File: config.mk
export PLATFORM = sky130hd
export DESIGN_NAME = switch_input_port
export DESIGN_NICKNAME = d
export VERILOG_FILES = /design/src/rtl/switch_input_port_pkg.sv /design/src/rtl/switch_input_port_debouncer.sv /design/src/rtl/switch_input_port.sv
export SDC_FILE = /design/constraint.sdc
export NUM_CORES = 1
export LEC_CHECK = 0
export ABC_AREA = 1
export CORE_ASPECT_RATIO = 0.8
export CORE_MARGIN = 2
export CORE_UTILIZATION = 58
export CTS_CLUSTER_DIAMETER = 60
export DETAILED_ROUTE_END_ITERATION = 10
export PLACE_DENSITY = 0.78
export SYNTH_ARGS = -nofsm -noshare
export SYNTH_HDL_FRONTEND = slang
export SYNTH_SLANG_ARGS = --single-unit
File: constraint.sdc
create_clock -name clk -period 3.15 [get_ports clk]
set_input_delay 0.315 -clock clk [delete_from_list [all_inputs] [get_ports clk]]
set_output_delay 0.315 -clock clk [all_outputs]
set_load 0.02 [all_outputs]
File: src/rtl/switch_input_port_pkg.sv
`default_nettype none
// ============================================================================
// Module   : switch_input_port_pkg
// Brief    : Shared types and defaults for the switch input port: control
//            FSM state encoding, default debounce/synchronizer depths and a
//            counter-width helper.
// Revision : 1.0  initial release
// ============================================================================
package switch_input_port_pkg;

  // 10 ms of stability at a 20 MHz system clock.
  localparam int DEFAULT_DEBOUNCE_CYCLES = 200_000;

  // Two flops is the minimum safe depth; deeper chains (up to 4) trade
  // latency for MTBF.
  localparam int DEFAULT_SYNC_STAGES = 2;

  // Control FSM: IDLE is released and armed, PRESSED waits for release so a
  // single physical press yields exactly one capture.
  typedef enum logic [0:0] {
    ST_IDLE    = 1'b0,
    ST_PRESSED = 1'b1
  } ctrl_state_e;

  // Width of a counter that must reach cycles-1; never narrower than 1 bit.
  function automatic int cnt_width(input int cycles);
    return (cycles > 1) ? $clog2(cycles) : 1;
  endfunction

endpackage : switch_input_port_pkg
`default_nettype wire

File: src/rtl/switch_input_port_debouncer.sv
`default_nettype none
// ============================================================================
// Module   : switch_input_port_debouncer
// Brief    : Synchronizer chain plus stability counter for one asynchronous
//            level. The accepted (stable) level only changes after the
//            synchronized input has differed from it for DEBOUNCE_CYCLES
//            consecutive cycles. A one-cycle event marks every transition
//            from the idle level to the active level.
// Revision : 1.0  initial release
// ============================================================================
module switch_input_port_debouncer
  import switch_input_port_pkg::*;
#(
  parameter int   DEBOUNCE_CYCLES = DEFAULT_DEBOUNCE_CYCLES,
  parameter int   SYNC_STAGES     = DEFAULT_SYNC_STAGES,
  parameter logic IDLE_LEVEL      = 1'b1
) (
  input  logic clk,
  input  logic reset,
  input  logic din,
  output logic active,
  output logic active_evt
);

  localparam int CNT_W = cnt_width(DEBOUNCE_CYCLES);
  localparam logic [CNT_W-1:0] CNT_LAST = CNT_W'(DEBOUNCE_CYCLES - 1);

  logic [SYNC_STAGES-1:0] sync_q, sync_d;
  logic [CNT_W-1:0]       cnt_q, cnt_d;
  logic                   stable_q, stable_d;
  logic                   evt_q, evt_d;
  logic                   din_sync;

  assign din_sync = sync_q[SYNC_STAGES-1];

  // Shift the raw input through the synchronizer chain, then count how long
  // the synchronized level has disagreed with the accepted level.
  always_comb begin
    sync_d   = {sync_q[SYNC_STAGES-2:0], din};
    cnt_d    = cnt_q;
    stable_d = stable_q;
    evt_d    = 1'b0;
    if (din_sync == stable_q) begin
      cnt_d = '0;
    end else if (cnt_q == CNT_LAST) begin
      cnt_d    = '0;
      stable_d = ~stable_q;
      evt_d    = (stable_q == IDLE_LEVEL);
    end else begin
      cnt_d = cnt_q + 1'b1;
    end
  end

  // State registers; everything resets to the idle (released) level.
  always_ff @(posedge clk) begin
    if (reset) begin
      sync_q   <= {SYNC_STAGES{IDLE_LEVEL}};
      cnt_q    <= '0;
      stable_q <= IDLE_LEVEL;
      evt_q    <= 1'b0;
    end else begin
      sync_q   <= sync_d;
      cnt_q    <= cnt_d;
      stable_q <= stable_d;
      evt_q    <= evt_d;
    end
  end

  assign active     = stable_q ^ IDLE_LEVEL;
  assign active_evt = evt_q;

endmodule : switch_input_port_debouncer
`default_nettype wire

File: src/rtl/switch_input_port.sv
`default_nettype none
// ============================================================================
// Module   : switch_input_port
// Brief    : Slide-switch byte input with an ENTER pushbutton. Each debounced
//            press latches the synchronized switch byte into a one-deep
//            holding register that the computer drains with rd_ack.
//            Optional build macro SWITCH_INPUT_OVERRUN_EN adds an overrun
//            flag reporting presses discarded while a byte was still unread.
// Revision : 1.0  initial release
// ============================================================================
module switch_input_port
  import switch_input_port_pkg::*;
#(
  parameter int DEBOUNCE_CYCLES = DEFAULT_DEBOUNCE_CYCLES,
  parameter int SYNC_STAGES     = DEFAULT_SYNC_STAGES
) (
  input  logic       clk,
  input  logic       reset,
  input  logic [7:0] sw_in,
  input  logic       btn_enter_n,
  output logic [7:0] in_val,
  output logic       in_valid,
  input  logic       rd_ack,
  output logic       btn_state
`ifdef SWITCH_INPUT_OVERRUN_EN
  ,
  output logic       overrun
`endif
);

  logic [SYNC_STAGES-1:0][7:0] sw_sync_q, sw_sync_d;
  logic [7:0]  sw_sync;
  logic        btn_level;
  logic        press_evt;
  ctrl_state_e state_q, state_d;
  logic [7:0]  in_val_q, in_val_d;
  logic        in_valid_q, in_valid_d;
  logic        capture;
  logic        discard;

  // Button: synchronizer, debounce counter and press event.
  switch_input_port_debouncer #(
    .DEBOUNCE_CYCLES (DEBOUNCE_CYCLES),
    .SYNC_STAGES     (SYNC_STAGES),
    .IDLE_LEVEL      (1'b1)
  ) u_debouncer (
    .clk        (clk),
    .reset      (reset),
    .din        (btn_enter_n),
    .active     (btn_level),
    .active_evt (press_evt)
  );

  // Switch byte: synchronizer chain only; switches are sampled on a press,
  // long after they have settled, so no debouncing is needed.
  always_comb begin
    sw_sync_d[0] = sw_in;
    for (int i = 1; i < SYNC_STAGES; i++) begin
      sw_sync_d[i] = sw_sync_q[i-1];
    end
  end

  // Switch synchronizer registers.
  always_ff @(posedge clk) begin
    if (reset) begin
      sw_sync_q <= '0;
    end else begin
      sw_sync_q <= sw_sync_d;
    end
  end

  assign sw_sync = sw_sync_q[SYNC_STAGES-1];

  // Press FSM and holding register: a press in IDLE captures the byte unless
  // an unread byte is still held and not being acknowledged this cycle.
  always_comb begin
    state_d    = state_q;
    in_val_d   = in_val_q;
    in_valid_d = in_valid_q;
    capture    = 1'b0;
    discard    = 1'b0;
    case (state_q)
      ST_IDLE: begin
        if (press_evt) begin
          state_d = ST_PRESSED;
          if (!in_valid_q || rd_ack) begin
            capture = 1'b1;
          end else begin
            discard = 1'b1;
          end
        end
      end
      ST_PRESSED: begin
        if (!btn_level) begin
          state_d = ST_IDLE;
        end
      end
      default: state_d = ST_IDLE;
    endcase
    if (capture) begin
      in_val_d   = sw_sync;
      in_valid_d = 1'b1;
    end else if (rd_ack && in_valid_q) begin
      in_valid_d = 1'b0;
    end
  end

  // FSM state and registered outputs.
  always_ff @(posedge clk) begin
    if (reset) begin
      state_q    <= ST_IDLE;
      in_val_q   <= 8'h00;
      in_valid_q <= 1'b0;
    end else begin
      state_q    <= state_d;
      in_val_q   <= in_val_d;
      in_valid_q <= in_valid_d;
    end
  end

  assign in_val    = in_val_q;
  assign in_valid  = in_valid_q;
  assign btn_state = btn_level;

`ifdef SWITCH_INPUT_OVERRUN_EN
  logic overrun_q, overrun_d;

  // Sticky overrun flag: set by a discarded press, cleared by any rd_ack.
  always_comb begin
    overrun_d = overrun_q;
    if (discard) begin
      overrun_d = 1'b1;
    end else if (rd_ack) begin
      overrun_d = 1'b0;
    end
  end

  // Overrun register.
  always_ff @(posedge clk) begin
    if (reset) begin
      overrun_q <= 1'b0;
    end else begin
      overrun_q <= overrun_d;
    end
  end

  assign overrun = overrun_q;
`else
  // Discards are silent in this build.
  logic unused_discard;
  assign unused_discard = discard;
`endif

endmodule : switch_input_port
`default_nettype wire
Yosys cells after proc, flatten, opt, wreduce, memory -nomap -nowiden
Index checks and enable logic that the tools add are counted.
{"block": "word_totals", "elab_cells": 31, "output_inout_bits": 10, "register_bits": 48}
{"block": "op_classes", "n_bitwise": 4, "n_reduce_logical": 7, "n_mux": 8, "n_addsub": 1, "n_eq_ne": 2}
{"operator": "$add A18 B1 Y18 const B", "n": 1}
{"operator": "$eq A18 B18 Y1 const B", "n": 1}
{"operator": "$mux W1", "n": 7}
{"operator": "$reduce_or A3 Y1", "n": 2}
{"operator": "$not A1 Y1", "n": 4}
{"operator": "$pmux W1 S2", "n": 1}
{"operator": "$reduce_and A2 Y1", "n": 1}
{"operator": "$reduce_bool A2 Y1", "n": 1}
{"operator": "$eq A1 B1 Y1", "n": 1}
{"operator": "$logic_and A1 B1 Y1", "n": 1}
{"operator": "$logic_not A1 Y1", "n": 1}
{"operator": "$logic_or A1 B1 Y1", "n": 1}

Longest topological paths before layout
Gate-level depths: netlist of run 1.
{"block": "logic_depth", "ltp_word": 6, "mapped_depth": 8, "ltp_nobuf": 8}

Modules after synthesis
Synthesis of run 1 repeated with hierarchy kept, for this count alone.
{"block": "unflattened", "cells_unflattened": 270, "area_unflattened_um2": 1990.7}
{"module": "switch_input_port_debouncer", "cells_per_inst": 159, "area_per_inst_um2": 1101.1, "n_inst": 1}
{"module": "switch_input_port", "cells_per_inst": 111, "area_per_inst_um2": 889.6, "n_inst": 1}

Worst setup path before layout of run 1
OpenSTA, ideal clock, no wires.
{"block": "synth_path", "path_kind": "reg-to-reg", "start": "register u_debouncer.cnt_q[0]", "end": "register u_debouncer.cnt_q[13]", "synth_period_minus_slack_ns": 1.405, "arrival_ns": 1.291, "path_stages_with_launch": 8, "required_ns": 3.036, "path_slack_ns": 1.745, "cell_sequence": "dfxtp_1 > ha_1 > nand3_2 > nor2_4 > nand3_2 > nand2_4 > buf_12 > nor2_1"}
{"block": "synth_via", "elab_chain_len": 2}
{"element": "start: declaration", "line_no": "switch_input_port_debouncer.sv:29", "source": "logic [CNT_W-1:0] cnt_q, cnt_d;"}
{"element": "start signal: assignment", "line_no": "switch_input_port_debouncer.sv:63", "source": "cnt_q <= cnt_d;"}
{"element": "parallel branches: the longest is 2 deep, another holds $add A18 B1 Y18"}
Parallel ways; which one is timed is not known.
A chain may end at the register's enable or synchronous reset.

Worst setup path after layout of run 1
{"block": "layout_path", "start": "register u_debouncer.stable_q", "end": "output port btn_state"}
{"block": "layout_via", "elab_chain_len": 1}
{"element": "start: declaration", "line_no": "switch_input_port_debouncer.sv:30", "source": "logic stable_q, stable_d;"}
{"element": "start signal: assignment", "line_no": "switch_input_port_debouncer.sv:64", "source": "stable_q <= stable_d;"}
{"element": "$not A1 Y1"}
{"element": "end: declaration", "line_no": "switch_input_port.sv:24", "source": "output logic btn_state"}
Every way passes these cells.

==> results.md, run 1 <==
* Worst-path fanout max at 6
* Fin cells at 305
* Fin. Hold Viols at 0
* Clock-pin slew on the worst setup and hold paths at 0.09 ns
* CTS buffer count at 5
* Ys Warns at 0
* Wire length of the first global-routing pass at 5240 um
* Hold Path Class: register to register
* Initial antenna violation count at 0
* Pwr/cell area at 498 nW/um2
* Fill cells at 265
* Post-CTS resize count at 0
* Site row count at 18
* CP Buf/Inv Count at 2
* Core area at 3060 um2
* Setup TNS Final at 0 ns
* Post-detail-place hpwl at 2330 um
* Die Area at 3680 um2
* Synthesized area at 1860 um2
* Seq/Total Area, Yosys at 0.517
* ANT cells at 0
* Crit end category: primary output
* Die height at 54.6 um
* Post-CTS Setup Bufs at 0
* Worst path required time at 2.83 ns
* Post-Synth Adder-Cell Area at 0.00673
* Yosys cell types at 20
* I/O Pins at 22
* Routability cong. at 0.872
* Die Wd at 67.3 um
* Max_slew headroom at 0.620
* Dpl cell area at 2090 um2
* Hold Worst Slack at 0.405 ns
* Final WL at 3210 um
* Layout Nets at 277
* Share of cells above drive strength 1 at 0.0830
* Skew-Pair Late Insertion Delay at 0.30 ns
* Worst slew pin tran at 0.568 ns
* CTS tree: built
* CTS Hold Bufs at 0
* Worst Clk Skew at 0.00415 ns
* Finish-stage setup viols at 0
* Syn nets at 252
* Mux cell area share after synthesis at 0
* Vias per cell at 4.66
* Area growth syn-to-layout at 18.9%
* Max cap viols at 0
* Number of global-route vias before repair at 1,160
* Number of clock sinks at 48
* Syn Inst Count at 239
* Status: finished, final reports clean
* FMAX at 0.590 GHz
* Compound-gate portion of the synthesized area at 0.0418
* Initial Util at 0.607
* Arrival @ worst endpoint at 1.38 ns
* Number of synthesized register bits at 48
* Slew Viols, Final at 0
* Largest family of logic cells by synthesized area: simple AND/OR/NAND/NOR gates
* WS Path Type: register to primary output
* Average size of a mapped cell at 7.77 um2
* Clk root buf: clkbuf_8
* DRC violations left at 0
* Post-Layout Inst Area at 2210 um2
* XOR/XNOR Fraction of Synth Area at 0.0613
* Htree depth at 2
* CP peak stage delay at 0.63 ns
* Critical-path cell list: inv_1, clkdlybuf4s50_1
* Final Cycle Share at 0.538
* LEAKAGE at 0.000832 uW
* Post-Synth Simple-Gate Area at 0.292
* Vias post-DR at 1,421
* RSZ-0062 raised after global routing: false
* Grt total ovfl at 0
* Final min period at 1.69 ns
* DRT Pass-1 Iters at 4
* Cells after DPL at 297
* Detail Route Antenna Nets at 0
* Total GRT Usage at 0.198
* CP Launch Type: register
* CP max stage cell: clkdlybuf4s50_1
* Largest net degree at the start of global routing at 22
* Average wire per standard cell at 10.5 um
* Crit path max-delay family: buffers and inverters
* Drt initial violations at 101
* Clk buf depth at 2
* Port buffer count at 21
* Peak supply drop at 0.564 mV
==> cells in the mapped netlist, drive strengths merged <==
master | instances | area [um2]
o21a | 1 | 7.51
xor2 | 10 | 87.6
clkbuf | 3 | 11.3
nand2 | 36 | 143
nand3 | 9 | 55.1
nor2 | 74 | 303
nor3 | 2 | 10.0
buf | 1 | 20.0
nand4 | 3 | 18.8
o21ai | 9 | 45.0
or2 | 2 | 12.5
inv | 32 | 120
ha | 1 | 12.5
xnor2 | 3 | 26.3
dfxtp | 48 | 961
a21oi | 5 | 25.0
==> worst reg2reg max path, cell delays in order (launching register included) <==
cell and delay [ns]:
dfxtp_1 0.41, ha_1 0.28, nand3_2 0.14, nor2_4 0.19, nand3_2 0.14, nand2_4 0.22, nor2_1 0.09
==> power breakdown <==
part	internal, uW	switching, uW	total (uW)	leakage, uW
Clock	239	209	448	0.0000548
Combinational	17.9	14.5	32.4	0.000387
Sequential	617	3.08	620	0.000391
==> cells by family after synthesis <==
kind of cell,Yosys count
AOI/OAI and AO/OA,15
xor gates and xnor gates,13
adders and majority gates,1
buffers and inverters,36
DFF,48
and+or+nand+nor,126
==> flip-flops by register name, indices dropped and copies added (netlist names) <==
| register | cells |
|---|---|
| u_debouncer.cnt_q | 18 |
| in_val | 8 |
| sw_sync | 8 |
| sw_sync_d | 8 |
| u_debouncer.sync_q | 2 |
| in_valid | 1 |
| state_q | 1 |
| u_debouncer.active_evt | 1 |
| u_debouncer.stable_q | 1 |
==> stage by stage <==
step | util | power [uW] | setup slack, ns
after floorplan | - | 651 | 1.74
after global placement | 0.684 | 666 | 1.26
after detailed placement | 0.684 | 667 | 1.20
after CTS | 0.721 | 1110 | 1.45
after global routing | 0.721 | 1140 | 1.36
final | 0.721 | 1100 | 1.46
==> layout by cell type, fill, tap and decap left out, drive strengths merged, types with 2 or more instances in the layout <==
cell type	instances
nand3	9
nor2	74
nand2	36
or2	2
nand4	3
o21ai	9
nor3	2
clkdlybuf4s50	21
a21oi	5
xor2	10
dfxtp	48
xnor2	3
clkbuf	5
inv	33
==> layout make-up <==
class	instances	area, um2	area share
clock buffers	5	68.8	0.0311
clock inverters	3	46.3	0.0210
inverters	32	120	0.0544
multi-input cells	155	746	0.337
flip-flops and latches	48	961	0.435
well taps	40	50.0	0.0227
repair buffers	22	218	0.0985
==> final timing paths <==
check	slack [ns]	cells after the start	start	to
hold / removal	0.40	2	sw_sync_d[10]$_SDFF_PP0_	sw_sync[2]$_SDFF_PP0_
setup reg to reg	1.56	6	u_debouncer.cnt_q[0]$_SDFF_PP0_	u_debouncer.cnt_q[16]$_SDFF_PP0_
setup / recovery	1.46	2	u_debouncer.stable_q$_SDFFE_PP1P_	btn_state
hold reg to reg	0.40	2	sw_sync_d[10]$_SDFF_PP0_	sw_sync[2]$_SDFF_PP0_
==> metal layers <==
layer	part of all wire	vias up	GRT usage
met5	0	-	0
met4	0.0050	0	0.0510
met3	0.069	4	0.0617
met2	0.42	37	0.277
met1	0.51	606	0.295
li1	-	774	-
Note: power is estimated with default switching activity, not from simulation.
==> inputs of run 2 (changes only) <==
--- a/config.mk
+++ b/config.mk
@@ -8,10 +8,10 @@
 export ABC_AREA = 1
 export CORE_ASPECT_RATIO = 0.8
 export CORE_MARGIN = 2
-export CORE_UTILIZATION = 58
+export CORE_UTILIZATION = 49
 export CTS_CLUSTER_DIAMETER = 60
 export DETAILED_ROUTE_END_ITERATION = 10
-export PLACE_DENSITY = 0.78
+export PLACE_DENSITY = 0.7
 export SYNTH_ARGS = -nofsm -noshare
 export SYNTH_HDL_FRONTEND = slang
 export SYNTH_SLANG_ARGS = --single-unit
==> constraint.sdc (replaced) <==
create_clock -name clk -period 1.47 [get_ports clk]
set_input_delay 0.147 -clock clk [delete_from_list [all_inputs] [get_ports clk]]
set_output_delay 0.147 -clock clk [all_outputs]
set_load 0.02 [all_outputs]
==> results.md, run 2 (same netlist as run 1, synthesis figures left out) <==
* WS Path Type: register to primary output
* Worst slew pin tran at 0.332 ns (-0.236 ns)
* Max_slew headroom at 0.778 (+0.158)
* Setup TNS Final at 0 ns (unchanged)
* FMAX at 0.713 GHz
* R2r startpoint: u_debouncer.cnt_q[1]$_SDFF_PP0_
* Worst-path fanout max at 2 (-4)
* DRC violations left at 0 (unchanged)
* Critical path depth at 1 (-1)
* Routability cong. at 0.859 (-1.6%)
* Number of clock sinks at 48 (unchanged)
* CP Buf/Inv Count at 1 (-1)
* DRT Pass-1 Iters at 4 (unchanged)
* Finish-stage setup viols at 0 (unchanged)
* Setup slack, reg-to-reg at 0.12 ns (-1.44 ns)
* Average wire per standard cell at 10.2 um (-3.2%)
* Skew-Pair Late Insertion Delay at 0.30 ns (about the same)
* Critical-path cell list: clkdlybuf4s50_1
* Worst Clk Skew at 0.00396 ns (-0.000192 ns)
* Min-Delay Path Depth at 3 (+1)
* Share of cells above drive strength 1 at 0.128 (+0.0447)
* Worst path required time at 1.32 ns (-1.51 ns)
* Die Area at 4300 um2 (+17%)
* Slew Viols, Final at 0 (unchanged)
* Final WL at 3220 um (+0.31%)
* Site row count at 19 (+1)
* Detail Route Antenna Nets at 0 (unchanged)
* Die Wd at 72.8 um (+8.3%)
* CTS Hold Bufs at 0 (unchanged)
* Drt initial violations at 83 (-18%)
* Initial antenna violation count at 0 (unchanged)
* Die height at 59.1 um (+8.1%)
* Initial Util at 0.525 (-0.0821)
* Hold Path Class: input pin to register
* Arrival @ worst endpoint at 1.26 ns (-0.12 ns)
* Capturing point of the worst reg2reg path: u_debouncer.cnt_q[10]$_SDFF_PP0_
* Final min period at 1.40 ns
* Clk root buf: clkbuf_8
* CP max stage cell: clkdlybuf4s50_1
* Fin. Hold Viols at 0 (unchanged)
* Most flops, register: u_debouncer.cnt_q
* Most frequent cells in the layout: nor2_1, dfxtp_1, nand2_1, inv_1, clkdlybuf4s50_1
* Clock-pin slew on the worst setup and hold paths at 0.09 ns (about the same)
* Area growth syn-to-layout at 23.2%
* Max cap viols at 0 (unchanged)
* CTS buffer count at 5 (unchanged)
* Port buffer count at 21 (unchanged)
* Vias post-DR at 1,439 (+1.3%)
* Post-detail-place hpwl at 2340 um (+0.32%)
* Core area at 3540 um2 (+16%)
* Peak supply drop at 0.867 mV (+54%)
* Pwr/cell area at 1030 nW/um2 (+110%)
* Crit end category: primary output
* Layout Nets at 286 (+3.2%)
* Largest net degree at the start of global routing at 21 (-4.5%)
* CP peak stage delay at 0.61 ns (-0.02 ns)
* CP Launch Type: register
* Status: finished, final reports clean
* Worst Setup SP: in_val[7]$_SDFFE_PP0P_
* CTS tree: built
* Most common cell after layout, fill and taps aside: nor2_1
* Crit path max-delay family: buffers and inverters
* Vias per cell at 4.55 (-2.3%)
* RSZ-0062 raised after global routing: false
* Total GRT Usage at 0.171 (-0.0276)
* LEAKAGE at 0.000888 uW (+6.7%)
* Grt total ovfl at 0 (unchanged)
* ANT cells at 0 (unchanged)
* Final Cycle Share at 0.954
* Largest register FFs at 18 (unchanged)
* I/O Pins at 22 (unchanged)
* Wire length of the first global-routing pass at 5610 um (+7.1%)
* Number of global-route vias before repair at 1,307 (+13%)
* Reg2Reg Depth at 6 (unchanged)
* Hold Worst Slack at 0.352 ns (-0.0533 ns)
* Clk buf depth at 2 (unchanged)
* CP endpoint: in_val[7]
* Htree depth at 2 (unchanged)
run 2: cell count changes in the layout (fill, tap and decap cells not counted), sizes merged:
| cell | delta |
|---|---|
| buf | +9 |
| clkdlybuf4s50 | -1 |
| dlygate4sd2 | +1 |
run 2: layer usage:
layer  vias up  wire length, um  GRT usage
met5         -                0          0
met4         0               36     0.0556
met3         5              188     0.0561
met2        28             1220      0.242
met1       619             1770      0.245
li1        787                -          -
run 2: repair_timing:
item,in CTS,in global routing
setup endpoints to repair,1,11
gates resized for setup,1,4
cloned,0,0
setup buffers,0,0
run 2: final cells by class:
type	instances	area, um2
clock buffers	5	68.8
clock inverters	3	46.3
fillers	299	1250
inverters	32	120
multi-input cells	155	756
flip-flops and latches	48	962
well taps	42	52.6
repair buffers	31	284
run 2: power breakdown:
part	internal [uW]	leakage, uW	total [uW]	switching [uW]
combinational	41.1	0.000442	73.6	32.5
sequential	1320	0.000391	1330	5.90
clock	512	0.0000548	965	452
run 2: worst min-delay path by stage:
stage	start	to	slack [ns]
final	sw_in[7]	sw_sync_d[15]$_SDFF_PP0_	0.35
after global routing	sw_in[2]	sw_sync_d[10]$_SDFF_PP0_	0.36
after CTS	sw_in[1]	sw_sync_d[9]$_SDFF_PP0_	0.35
after detailed placement	sw_sync_d[15]$_SDFF_PP0_	sw_sync[7]$_SDFF_PP0_	0.39
after global placement	sw_sync_d[10]$_SDFF_PP0_	sw_sync[2]$_SDFF_PP0_	0.39
after floorplan	btn_enter_n	u_debouncer.sync_q[0]$_SDFF_PP1_	0.25
run 2: through the flow:
step | area, um2 | util | setup slack, ns | total power (uW) | instances
after floorplan | 1860 | - | 0.0648 | 1400 | 239
after global placement | 2160 | 0.611 | 0.115 | 1430 | 308
after detailed placement | 2160 | 0.611 | 0.106 | 1430 | 308
after CTS | 2280 | 0.643 | 0.0596 | 2390 | 316
after global routing | 2290 | 0.646 | 0.0156 | 2470 | 316
final | 2290 | 0.646 | 0.0679 | 2370 | 316
==> inputs of run 3 (changes only) <==
--- a/config.mk
+++ b/config.mk
@@ -7,7 +7,7 @@
 export LEC_CHECK = 0
 export ABC_AREA = 1
 export CORE_ASPECT_RATIO = 0.8
-export CORE_MARGIN = 2
+export CORE_MARGIN = 4
 export CORE_UTILIZATION = 49
 export CTS_CLUSTER_DIAMETER = 60
 export DETAILED_ROUTE_END_ITERATION = 10
==> results.md, run 3 (same netlist as run 1, synthesis figures left out) <==
* Status: finished, final reports clean
* Final WL at 3530 um (+9.7%)
* Worst-path fanout max at 2 (unchanged)
* Number of global-route vias before repair at 1,318 (+0.84%)
* Drt initial violations at 108 (+30%)
* Clock-pin slew on the worst setup and hold paths at 0.09 ns (about the same)
* Vias post-DR at 1,476 (+2.6%)
* DRC violations left at 0 (unchanged)
* Fin. Hold Viols at 0 (unchanged)
* Skew-Pair Late Insertion Delay at 0.30 ns (about the same)
* Die Wd at 76.8 um (+5.5%)
* Slew Viols, Final at 0 (unchanged)
* Hold Worst Slack at 0.354 ns (+0.00284 ns)
* Peak supply drop at 0.844 mV (-2.7%)
* Max cap viols at 0 (unchanged)
* Post-detail-place hpwl at 2420 um (+3.5%)
* CP peak stage delay at 0.61 ns (about the same)
* Setup slack, reg-to-reg at 0.08 ns (-0.04 ns)
* CP endpoint: in_val[1]
* Most frequent cells in the layout: nor2_1, dfxtp_1, nand2_1, inv_1, clkdlybuf4s50_1
* Reg2Reg Depth at 7 (+1)
* Post-Layout Inst Area at 2290 um2 (-0.16%)
* Register Area at 961 um2 (-0.13%)
* ANT cells at 0 (unchanged)
* CP max stage cell: clkdlybuf4s50_1
* DRT Pass-1 Iters at 4 (unchanged)
* Worst Setup SP: in_val[1]$_SDFFE_PP0P_
* Grt total ovfl at 0 (unchanged)
* Share of cells above drive strength 1 at 0.125 (-0.00274)
* Total GRT Usage at 0.146 (-0.0248)
* Util after Layout at 0.645 (-0.00106)
* Final Cycle Share at 0.951 (-0.00312)
* Capturing point of the worst reg2reg path: u_debouncer.cnt_q[15]$_SDFF_PP0_
* Die Area at 4850 um2 (+13%)
* Area of the multi-input gates at 811 um2 (+7.3%)
* Crit path max-delay family: buffers and inverters
* Max_slew headroom at 0.647 (-0.131)
* Layout Nets at 284 (-0.70%)
* LEAKAGE at 0.000865 uW (-2.6%)
* Port buffer count at 21 (unchanged)
* Arrival @ worst endpoint at 1.25 ns (about the same)
* Wire length of the first global-routing pass at 5690 um (+1.4%)
* Worst path required time at 1.32 ns (about the same)
* Detail Route Antenna Nets at 0 (unchanged)
* Most common cell after layout, fill and taps aside: nor2_1
* Hold Path Class: input pin to register
* Fill cells at 315 (+5.4%)
* FMAX at 0.716 GHz (+0.33%)
* Dpl cell area at 2130 um2 (-1.4%)
* I/O Pins at 22 (unchanged)
* Clk buf depth at 2 (unchanged)
* Site row count at 19 (unchanged)
* Most flops, register: u_debouncer.cnt_q
* Pwr/cell area at 946 nW/um2 (-8.5%)
* Clk root buf: clkbuf_8
* Final min period at 1.40 ns (-0.00458 ns)
* Crit end category: primary output
* Routability cong. at 0.916 (+6.6%)
* CP Buf/Inv Count at 1 (unchanged)
* Critical-path cell list: clkdlybuf4s50_1
* WS Path Type: register to primary output
* Largest register FFs at 18 (unchanged)
* Post-CTS Setup Bufs at 0 (unchanged)
* Number of clock sinks at 48 (unchanged)
* Average wire per standard cell at 11.3 um (+10%)
* R2r startpoint: u_debouncer.cnt_q[0]$_SDFF_PP0_
* Worst slew pin tran at 0.529 ns (+0.197 ns)
* Largest net degree at the start of global routing at 21 (unchanged)
* Core area at 3540 um2 (unchanged)
* CTS Hold Bufs at 0 (unchanged)
* Finish-stage setup viols at 0 (unchanged)
* CTS buffer count at 5 (unchanged)
* Fin cells at 314 (-0.63%)
* Die height at 63.1 um (+6.8%)
* Area growth syn-to-layout at 23.0%
* Critical path depth at 1 (unchanged)
* CTS tree: built
* Initial antenna violation count at 0 (unchanged)
* Cells after DPL at 304 (-1.3%)
* Worst Clk Skew at 0.00473 ns (+0.000771 ns)
* CP Launch Type: register
* Htree depth at 2 (unchanged)
* Vias per cell at 4.70 (+3.2%)
* Initial Util at 0.525 (unchanged)
## run 3: cell types whose count changed in the layout (fill, tap and decap cells not counted), sizes merged
cell      before  now
buf           10    6
bufinv         1    0
clkinv         0    3
clkinvlp       1    0
inv           33   32
nand2         36   38
## run 3: layout make-up
class / instances / share of cell area
multi-input cells: 157 / 0.355
inverters: 32 / 0.0525
flip-flops and latches: 48 / 0.420
clock inverters: 3 / 0.00821
repair buffers: 27 / 0.111
clock buffers: 5 / 0.0301
well taps: 42 / 0.0230
## run 3: worst min path at each step
stage / startpoint / endpoint / slack, ns / depth (start not counted)
4_1_cts: sw_in[5] / sw_sync_d[13]$_SDFF_PP0_ / 0.35 / 3
6_report: sw_in[0] / sw_sync_d[8]$_SDFF_PP0_ / 0.35 / 3
3_3_place_gp: sw_sync_d[8]$_SDFF_PP0_ / sw_sync[0]$_SDFF_PP0_ / 0.39 / 2
2_1_floorplan: btn_enter_n / u_debouncer.sync_q[0]$_SDFF_PP1_ / 0.25 / 1
5_1_grt: sw_in[1] / sw_sync_d[9]$_SDFF_PP0_ / 0.35 / 3
3_5_place_dp: sw_sync_d[9]$_SDFF_PP0_ / sw_sync[1]$_SDFF_PP0_ / 0.39 / 2
## run 3: where the power goes
group | total, uW | internal [uW] | switching, uW
Sequential | 1330 | 1320 | 6.66
Combinational | 78.6 | 42.9 | 35.6
Clock | 754 | 332 | 423
Total | 2160 | 1700 | 465
## run 3: per-layer routing
| layer | global-route usage | up-vias | part of all wire | wire length (um) |
|---|---|---|---|---|
| met3 | 0.0470 | 9 | 0.078 | 274 |
| met2 | 0.208 | 45 | 0.41 | 1450 |
| met4 | 0.0611 | 0 | 0.019 | 68 |
| met5 | 0 | - | 0 | 0 |
| li1 | - | 783 | - | - |
| met1 | 0.202 | 639 | 0.49 | 1740 |
## run 3: stage by stage
step / TNS (ns) / total power [uW] / setup WS (ns)
2_1_floorplan: 0 / 1400 / 0.0648
3_3_place_gp: 0 / 1430 / 0.0986
3_5_place_dp: 0 / 1430 / 0.0342
4_1_cts: 0 / 2180 / 0.0160
5_1_grt: -0.0114 / 2270 / -0.0114
6_report: 0 / 2160 / 0.0725
## run 3: timing repair
action / in CTS / in global routing
setup endpoints to repair: 1 / 20
pin swaps: 0 / 2
cloned: 0 / 2
gates resized for setup: 1 / 9
